File: src/rtl/fb_writer.sv
`timescale 1ns / 1ps
`default_nettype none
// ============================================================================
// Module      : fb_writer
// Description : Pixel-stream to framebuffer write engine. Drawing pixels are
//               clipped against the screen, buffered in a small FIFO and
//               issued one per cycle as address/data write requests held
//               until granted. A clear request waits for outstanding pixels
//               to retire and then sweeps the whole framebuffer with a fill
//               colour.
//
// Ports       : clk           - single clock, all state on rising edge
//               resetn        - asynchronous active-low reset
//               x_stream      - pixel x coordinate (9 bits)
//               y_stream      - pixel y coordinate (8 bits)
//               color_stream  - pixel colour (3 bits)
//               writeEn       - producer strobe, one pixel per high cycle
//               ready         - a pixel offered this cycle will be accepted
//               clear         - request full-screen fill
//               clear_color   - fill colour, sampled when clear is accepted
//               mem_addr      - framebuffer word address (y*SCREEN_W + x)
//               mem_data      - framebuffer write data
//               mem_we        - write request, held until granted
//               mem_grant     - memory accepts the write when high with mem_we
//               busy          - pixel or clear work outstanding
//               clip_count    - saturating count of off-screen pixels dropped
//               drop_count    - saturating count of pixels offered while !ready
//
// Revision    : 1.0 - initial release
// ============================================================================
module fb_writer #(
    parameter int unsigned FIFO_DEPTH = 8,
    parameter int unsigned SCREEN_W   = 320,
    parameter int unsigned SCREEN_H   = 240
) (
    input  logic        clk,
    input  logic        resetn,
    input  logic [8:0]  x_stream,
    input  logic [7:0]  y_stream,
    input  logic [2:0]  color_stream,
    input  logic        writeEn,
    output logic        ready,
    input  logic        clear,
    input  logic [2:0]  clear_color,
    output logic [16:0] mem_addr,
    output logic [2:0]  mem_data,
    output logic        mem_we,
    input  logic        mem_grant,
    output logic        busy,
    output logic [7:0]  clip_count,
    output logic [7:0]  drop_count
);

    localparam int unsigned c_PTR_W     = (FIFO_DEPTH > 1) ? $clog2(FIFO_DEPTH) : 1;
    localparam int unsigned c_ENTRY_W   = 20;  // {x[8:0], y[7:0], colour[2:0]}
    localparam logic [16:0] c_LAST_ADDR = 17'(SCREEN_W * SCREEN_H - 1);

    typedef enum logic [1:0] {
        S_IDLE  = 2'd0,   // output register empty
        S_DRAW  = 2'd1,   // output register holds a pixel write
        S_CLEAR = 2'd2    // fill sweep in progress
    } state_t;

    // ------------------------------------------------------------------
    // State
    // ------------------------------------------------------------------
    state_t                 r_state;
    logic                   r_clear_pending;
    logic [2:0]             r_clear_color;
    logic [16:0]            r_mem_addr;
    logic [2:0]             r_mem_data;
    logic                   r_mem_we;
    logic [7:0]             r_clip_count;
    logic [7:0]             r_drop_count;

    logic [c_ENTRY_W-1:0]   r_fifo [FIFO_DEPTH];
    logic [c_PTR_W-1:0]     r_wr_ptr;
    logic [c_PTR_W-1:0]     r_rd_ptr;
    logic [c_PTR_W:0]       r_count;

    // ------------------------------------------------------------------
    // Combinational control
    // ------------------------------------------------------------------
    logic                   w_on_screen;
    logic                   w_fifo_empty;
    logic                   w_fifo_full;
    logic                   w_ready;
    logic                   w_push;
    logic                   w_pop;
    logic                   w_clip;
    logic                   w_drop;
    logic                   w_retire;
    logic [c_ENTRY_W-1:0]   w_head;
    logic [8:0]             w_head_x;
    logic [7:0]             w_head_y;
    logic [2:0]             w_head_c;
    logic [16:0]            w_head_addr;

    assign w_on_screen  = (32'(x_stream) < SCREEN_W) && (32'(y_stream) < SCREEN_H);
    assign w_fifo_empty = (r_count == '0);
    // Fullness ignores a same-cycle pop: a full FIFO never accepts.
    assign w_fifo_full  = (32'(r_count) >= FIFO_DEPTH);

    // The pending flag stays set for the whole sweep, so it also covers CLEAR.
    assign w_ready  = resetn & ~w_fifo_full & ~r_clear_pending & (r_state != S_CLEAR);

    assign w_push   = writeEn &  w_ready &  w_on_screen;
    assign w_clip   = writeEn &  w_ready & ~w_on_screen;
    assign w_drop   = writeEn & ~w_ready;
    assign w_retire = r_mem_we & mem_grant;

    // The head is consumed whenever the output register is free or freeing.
    assign w_pop    = ~w_fifo_empty &
                      ((r_state == S_IDLE) | ((r_state == S_DRAW) & w_retire));

    assign w_head   = r_fifo[r_rd_ptr];
    assign w_head_x = w_head[19:11];
    assign w_head_y = w_head[10:3];
    assign w_head_c = w_head[2:0];

    // Linear address of the FIFO head. The default 320-pixel width reduces to
    // y*256 + y*64 + x, so no multiplier is needed there.
    generate
        if (SCREEN_W == 320) begin : g_addr_shift
            assign w_head_addr = ({9'd0, w_head_y} << 8) +
                                 ({9'd0, w_head_y} << 6) +
                                 {8'd0, w_head_x};
        end else begin : g_addr_mul
            assign w_head_addr = 17'(32'(w_head_y) * SCREEN_W + 32'(w_head_x));
        end
    endgenerate

    // ------------------------------------------------------------------
    // Pixel FIFO
    // ------------------------------------------------------------------
    // Storage carries no reset; validity is tracked by the pointers/count.
    always_ff @(posedge clk) begin
        if (w_push) begin
            r_fifo[r_wr_ptr] <= {x_stream, y_stream, color_stream};
        end
    end

    always_ff @(posedge clk or negedge resetn) begin
        if (!resetn) begin
            r_wr_ptr <= '0;
            r_rd_ptr <= '0;
            r_count  <= '0;
        end else begin
            // Power-of-two depth: pointers wrap naturally.
            if (w_push) begin
                r_wr_ptr <= r_wr_ptr + 1'b1;
            end
            if (w_pop) begin
                r_rd_ptr <= r_rd_ptr + 1'b1;
            end
            case ({w_push, w_pop})
                2'b10:   r_count <= r_count + 1'b1;
                2'b01:   r_count <= r_count - 1'b1;
                default: r_count <= r_count;
            endcase
        end
    end

    // ------------------------------------------------------------------
    // Control FSM with registered write port
    // ------------------------------------------------------------------
    always_ff @(posedge clk or negedge resetn) begin
        if (!resetn) begin
            r_state         <= S_IDLE;
            r_clear_pending <= 1'b0;
            r_clear_color   <= 3'd0;
            r_mem_addr      <= 17'd0;
            r_mem_data      <= 3'd0;
            r_mem_we        <= 1'b0;
        end else begin
            // A clear is latched once; repeats are ignored until the sweep
            // finishes and the flag drops on the return to IDLE.
            if (clear && !r_clear_pending && (r_state != S_CLEAR)) begin
                r_clear_pending <= 1'b1;
                r_clear_color   <= clear_color;
            end

            case (r_state)
                S_IDLE: begin
                    if (!w_fifo_empty) begin
                        r_mem_addr <= w_head_addr;
                        r_mem_data <= w_head_c;
                        r_mem_we   <= 1'b1;
                        r_state    <= S_DRAW;
                    end else if (r_clear_pending) begin
                        // All pixels retired: start the sweep at address 0.
                        r_mem_addr <= 17'd0;
                        r_mem_data <= r_clear_color;
                        r_mem_we   <= 1'b1;
                        r_state    <= S_CLEAR;
                    end
                end

                S_DRAW: begin
                    // Address/data only move when the current write retires.
                    if (w_retire) begin
                        if (!w_fifo_empty) begin
                            r_mem_addr <= w_head_addr;
                            r_mem_data <= w_head_c;
                        end else begin
                            r_mem_we <= 1'b0;
                            r_state  <= S_IDLE;
                        end
                    end
                end

                S_CLEAR: begin
                    if (mem_grant) begin
                        if (r_mem_addr == c_LAST_ADDR) begin
                            r_mem_we        <= 1'b0;
                            r_clear_pending <= 1'b0;
                            r_state         <= S_IDLE;
                        end else begin
                            r_mem_addr <= r_mem_addr + 17'd1;
                        end
                    end
                end

                default: begin
                    r_mem_we <= 1'b0;
                    r_state  <= S_IDLE;
                end
            endcase
        end
    end

    // ------------------------------------------------------------------
    // Saturating discard counters
    // ------------------------------------------------------------------
    always_ff @(posedge clk or negedge resetn) begin
        if (!resetn) begin
            r_clip_count <= 8'd0;
            r_drop_count <= 8'd0;
        end else begin
            if (w_clip && (r_clip_count != 8'hFF)) begin
                r_clip_count <= r_clip_count + 8'd1;
            end
            if (w_drop && (r_drop_count != 8'hFF)) begin
                r_drop_count <= r_drop_count + 8'd1;
            end
        end
    end

    // ------------------------------------------------------------------
    // Outputs
    // ------------------------------------------------------------------
    assign ready      = w_ready;
    assign mem_addr   = r_mem_addr;
    assign mem_data   = r_mem_data;
    assign mem_we     = r_mem_we;
    assign busy       = (r_state != S_IDLE) | ~w_fifo_empty | r_clear_pending;
    assign clip_count = r_clip_count;
    assign drop_count = r_drop_count;

endmodule
`default_nettype wire

File: config.mk
export PLATFORM = sky130hd
export DESIGN_NAME = fb_writer
export DESIGN_NICKNAME = d
export VERILOG_FILES = /design/src/rtl/fb_writer.sv
export SDC_FILE = /design/constraint.sdc
export NUM_CORES = 1
export LEC_CHECK = 0
export ABC_CLOCK_PERIOD_IN_PS = 4300
export BUFFER_PORTS_ARGS = -buffer_cell sky130_fd_sc_hd__buf_2
export CORE_ASPECT_RATIO = 0.75
export CORE_UTILIZATION = 54
export CTS_CLUSTER_SIZE = 10
export DETAILED_ROUTE_END_ITERATION = 16
export GPL_TIMING_DRIVEN = 1
export MAX_ROUTING_LAYER = met4
export PLACE_DENSITY_LB_ADDON = 0.12
export SLEW_MARGIN = 15
export SYNTH_ARGS = -nofsm -noshare
export SYNTH_HDL_FRONTEND = slang
export SYNTH_SLANG_ARGS = --single-unit
File: constraint.sdc
create_clock -name clk -period 4.3 [get_ports clk]
set_clock_uncertainty 0.2 [all_clocks]
set_input_delay 0.86 -clock clk [delete_from_list [all_inputs] [get_ports clk]]
set_output_delay 0.86 -clock clk [all_outputs]
set_load 0.01 [all_outputs]
==> impl_metrics.ini <==
[status]
status = completed

[clock_tree]
cts_resized = 0
clk_path_buf_depth = 3
h-tree-depth = 1
clk_latency_ps = 530
cts_buffers = 25
cts.sinks = 213
post_cts_buffers = 0
cts_root_buffer = clkbuf_16
clkTransAtPathRegs_ps = 60
ctsHoldBuffers = 0
cts_tree = done

[floorplanning]
start_util_pct = 55.8
dieHeight_um = 117
coreArea_um2 = 17000
rows = 41
dieArea_um2 = 18100
die_w_um = 155
io_pins = 67

[sta]
rsz0062_at_grt = no
hold_slack_ps = 294
slew_violations = 0
fmax_mhz = 254
setup-tns-final_ps = 0
fin_crit_ps = 3930
relSlewSlack_pct = 28.9
worstMarginPinSlew_ps = 1060
hold_viol_final = 0
fin_crit_sh_pct = 91.4
layout_setup_ws_ps = 369
finalSetupViolCount = 0

[cells_and_area]
final_nets = 739
n_fill_cell = 1225
drive_above_1_share_pct = 26.3
syn2layout_area_growth_pct = 14.7

[synthesis]
ys_seq_area_share_pct = 64.7
yosys.area.top_type = edfxtp_1
synth_common_cells = edfxtp_1, dfrtp_1, nand2_1, mux4_2, ha_1
synth_edf_count = 160
synth.top_cell.area_share_pct = 50.7
synthFlopType = edfxtp_1
ys_ff_latch = 213
yosysUniqueCellTypes = 65
avgSynthCellArea_um2 = 15.9
synth_fp_nets = 654
syn_area_um2 = 9470
yosysMostFrequentCell = edfxtp_1
ys_warn_count = 0
ys_top_cells_by_area = edfxtp_1, dfrtp_1, mux4_2, ha_1, mux2_2
netlist_instances = 597
async_flop_share_pct = 24.9

[setup_path]
path_class = reg2reg
rr_worst_depth = 12
r2r-end = mem_addr[16]$_DFFE_PN0P_
r2r_start = r_rd_ptr[0]$_DFFE_PN0P_
start_kind = flop
worstSetupStartpoint = r_rd_ptr[0]$_DFFE_PN0P_
critPathMaxFanout = 41
crit_required_ps = 4510
crit_arrival_ps = 4150
endpoint = mem_addr[16]$_DFFE_PN0P_
endpoint_kind = flop
reg2reg_slack_ps = 370

[power_and_ir_drop]
ir_drop_v = 0.000427
p_leak_uw = 0.00406
p_per_area_nw_per_um2 = 749

[grt]
grt_pass1_wl_um = 30800
grt_pass1_vias = 5507
antenna_found_initial = 1
grt_max_degree = 54
grt_overflow = 0
grtUsageTotal_pct = 23.6

[route]
drt_first_iter_violations = 534
viasPerCell = 5.89
remaining_drc_errors = 0
antenna_left = 0
wl_per_cell_um = 21.2
num_vias = 5522
first_pass_iters = 4
routed_wl_um = 19900

[hold_path]
hold_class = reg2reg
hold_start = clip_count[6]$_DFFE_PN0P_

[place]
routabilityCongestion = 0.944
port_buffers = 66
dp_hpwl_um = 12500
dp_slack_ps = 438

[job]
max_cap_viol_count = 0
where the power goes:
part | switching [µW] | internal [µW]
sequential | 261 | 2410
clock | 804 | 1090
combinational | 1870 | 1690
worst min-delay path by stage:
stage / endpoint / slack [ps] / cells after the start
after floorplan: r_count[3]$_DFFE_PN0P_ / 270 / 1
after detailed placement: clip_count[6]$_DFFE_PN0P_ / 280 / 1
after global placement: clip_count[4]$_DFFE_PN0P_ / 270 / 1
final: clip_count[6]$_DFFE_PN0P_ / 290 / 1
after global routing: drop_count[6]$_DFFE_PN0P_ / 310 / 1
after CTS: clip_count[4]$_DFFE_PN0P_ / 290 / 1
cell usage in the layout (no fill, tap or decap), types with 18 or more instances in the layout:
cell	count
ha_1	26
nand2_1	42
mux4_2	40
edfxtp_1	160
buf_2	66
dfrtp_1	52
inv_1	19
nor2_1	18
clkbuf_1	18
clkbuf_16	25
metal layers:
layer | GRT usage (%) | share of wire [%] | vias up
li1 | - | - | 2522
met1 | 34.5 | 47 | 2808
met2 | 35.0 | 45 | 170
met3 | 4.04 | 6.0 | 22
met4 | 5.41 | 1.5 | 0
met5 | - | 0 | -
cells by family after synthesis:
logic type                 count (synthesis)  share of synthesized area (%)
adders and majority gates                 29                           4.07
and+or+nand+nor                          136                           7.53
muxes                                     73                           13.3
DFF                                      213                           64.7
AOI/OAI and AO/OA                         74                           5.83
xor gates and xnor gates                  26                           2.40
buffers and inverters                     46                           2.15
flip-flops by register name (all words and copies together) (netlist names):
| signal | cells |
|---|---|
| clip_count | 8 |
| r_count | 4 |
| r_clear_pending | 1 |
| r_wr_ptr | 3 |
| r_rd_ptr | 3 |
| r_state | 2 |
| mem_addr | 17 |
| mem_data | 3 |
| mem_we | 1 |
| drop_count | 8 |
| r_clear_color | 3 |
| r_fifo | 160 |
per-stage QoR:
stage          utilization (%)  cell area (µm²)  cells  total power (µW)
5_1_grt                   64.0            10900    937              8660
4_1_cts                   64.0            10900    936              8150
3_5_place_dp              59.7            10100    891              6240
6_report                  64.0            10900    937              8140
3_3_place_gp              59.7            10100    891              6160
2_1_floorplan                -             9470    597              5350
worst max-delay path: stages, from the launching register on:
cell and delay, ps:
dfrtp_2 370, buf_12 310, mux4_2 560, mux2i_1 260, fa_1 510, inv_1 80
ha_1 230, a21o_1 190, a2111oi_0 380, buf_4 200, o41ai_1 80, and4b_1 180
a221o_1 250
cell type report:
cell class | instances | area [µm²] | area share (%)
diodes | 1 | 2.50 | 0.0230
multi-input cells | 338 | 3160 | 29.1
well taps | 236 | 295 | 2.72
clock buffers | 43 | 693 | 6.38
inverters | 21 | 78.8 | 0.726
clock inverters | 2 | 28.8 | 0.265
flip-flops and latches | 213 | 6130 | 56.5
repair buffers | 83 | 470 | 4.33
No activity file was read; power rests on OpenSTA's default activity.
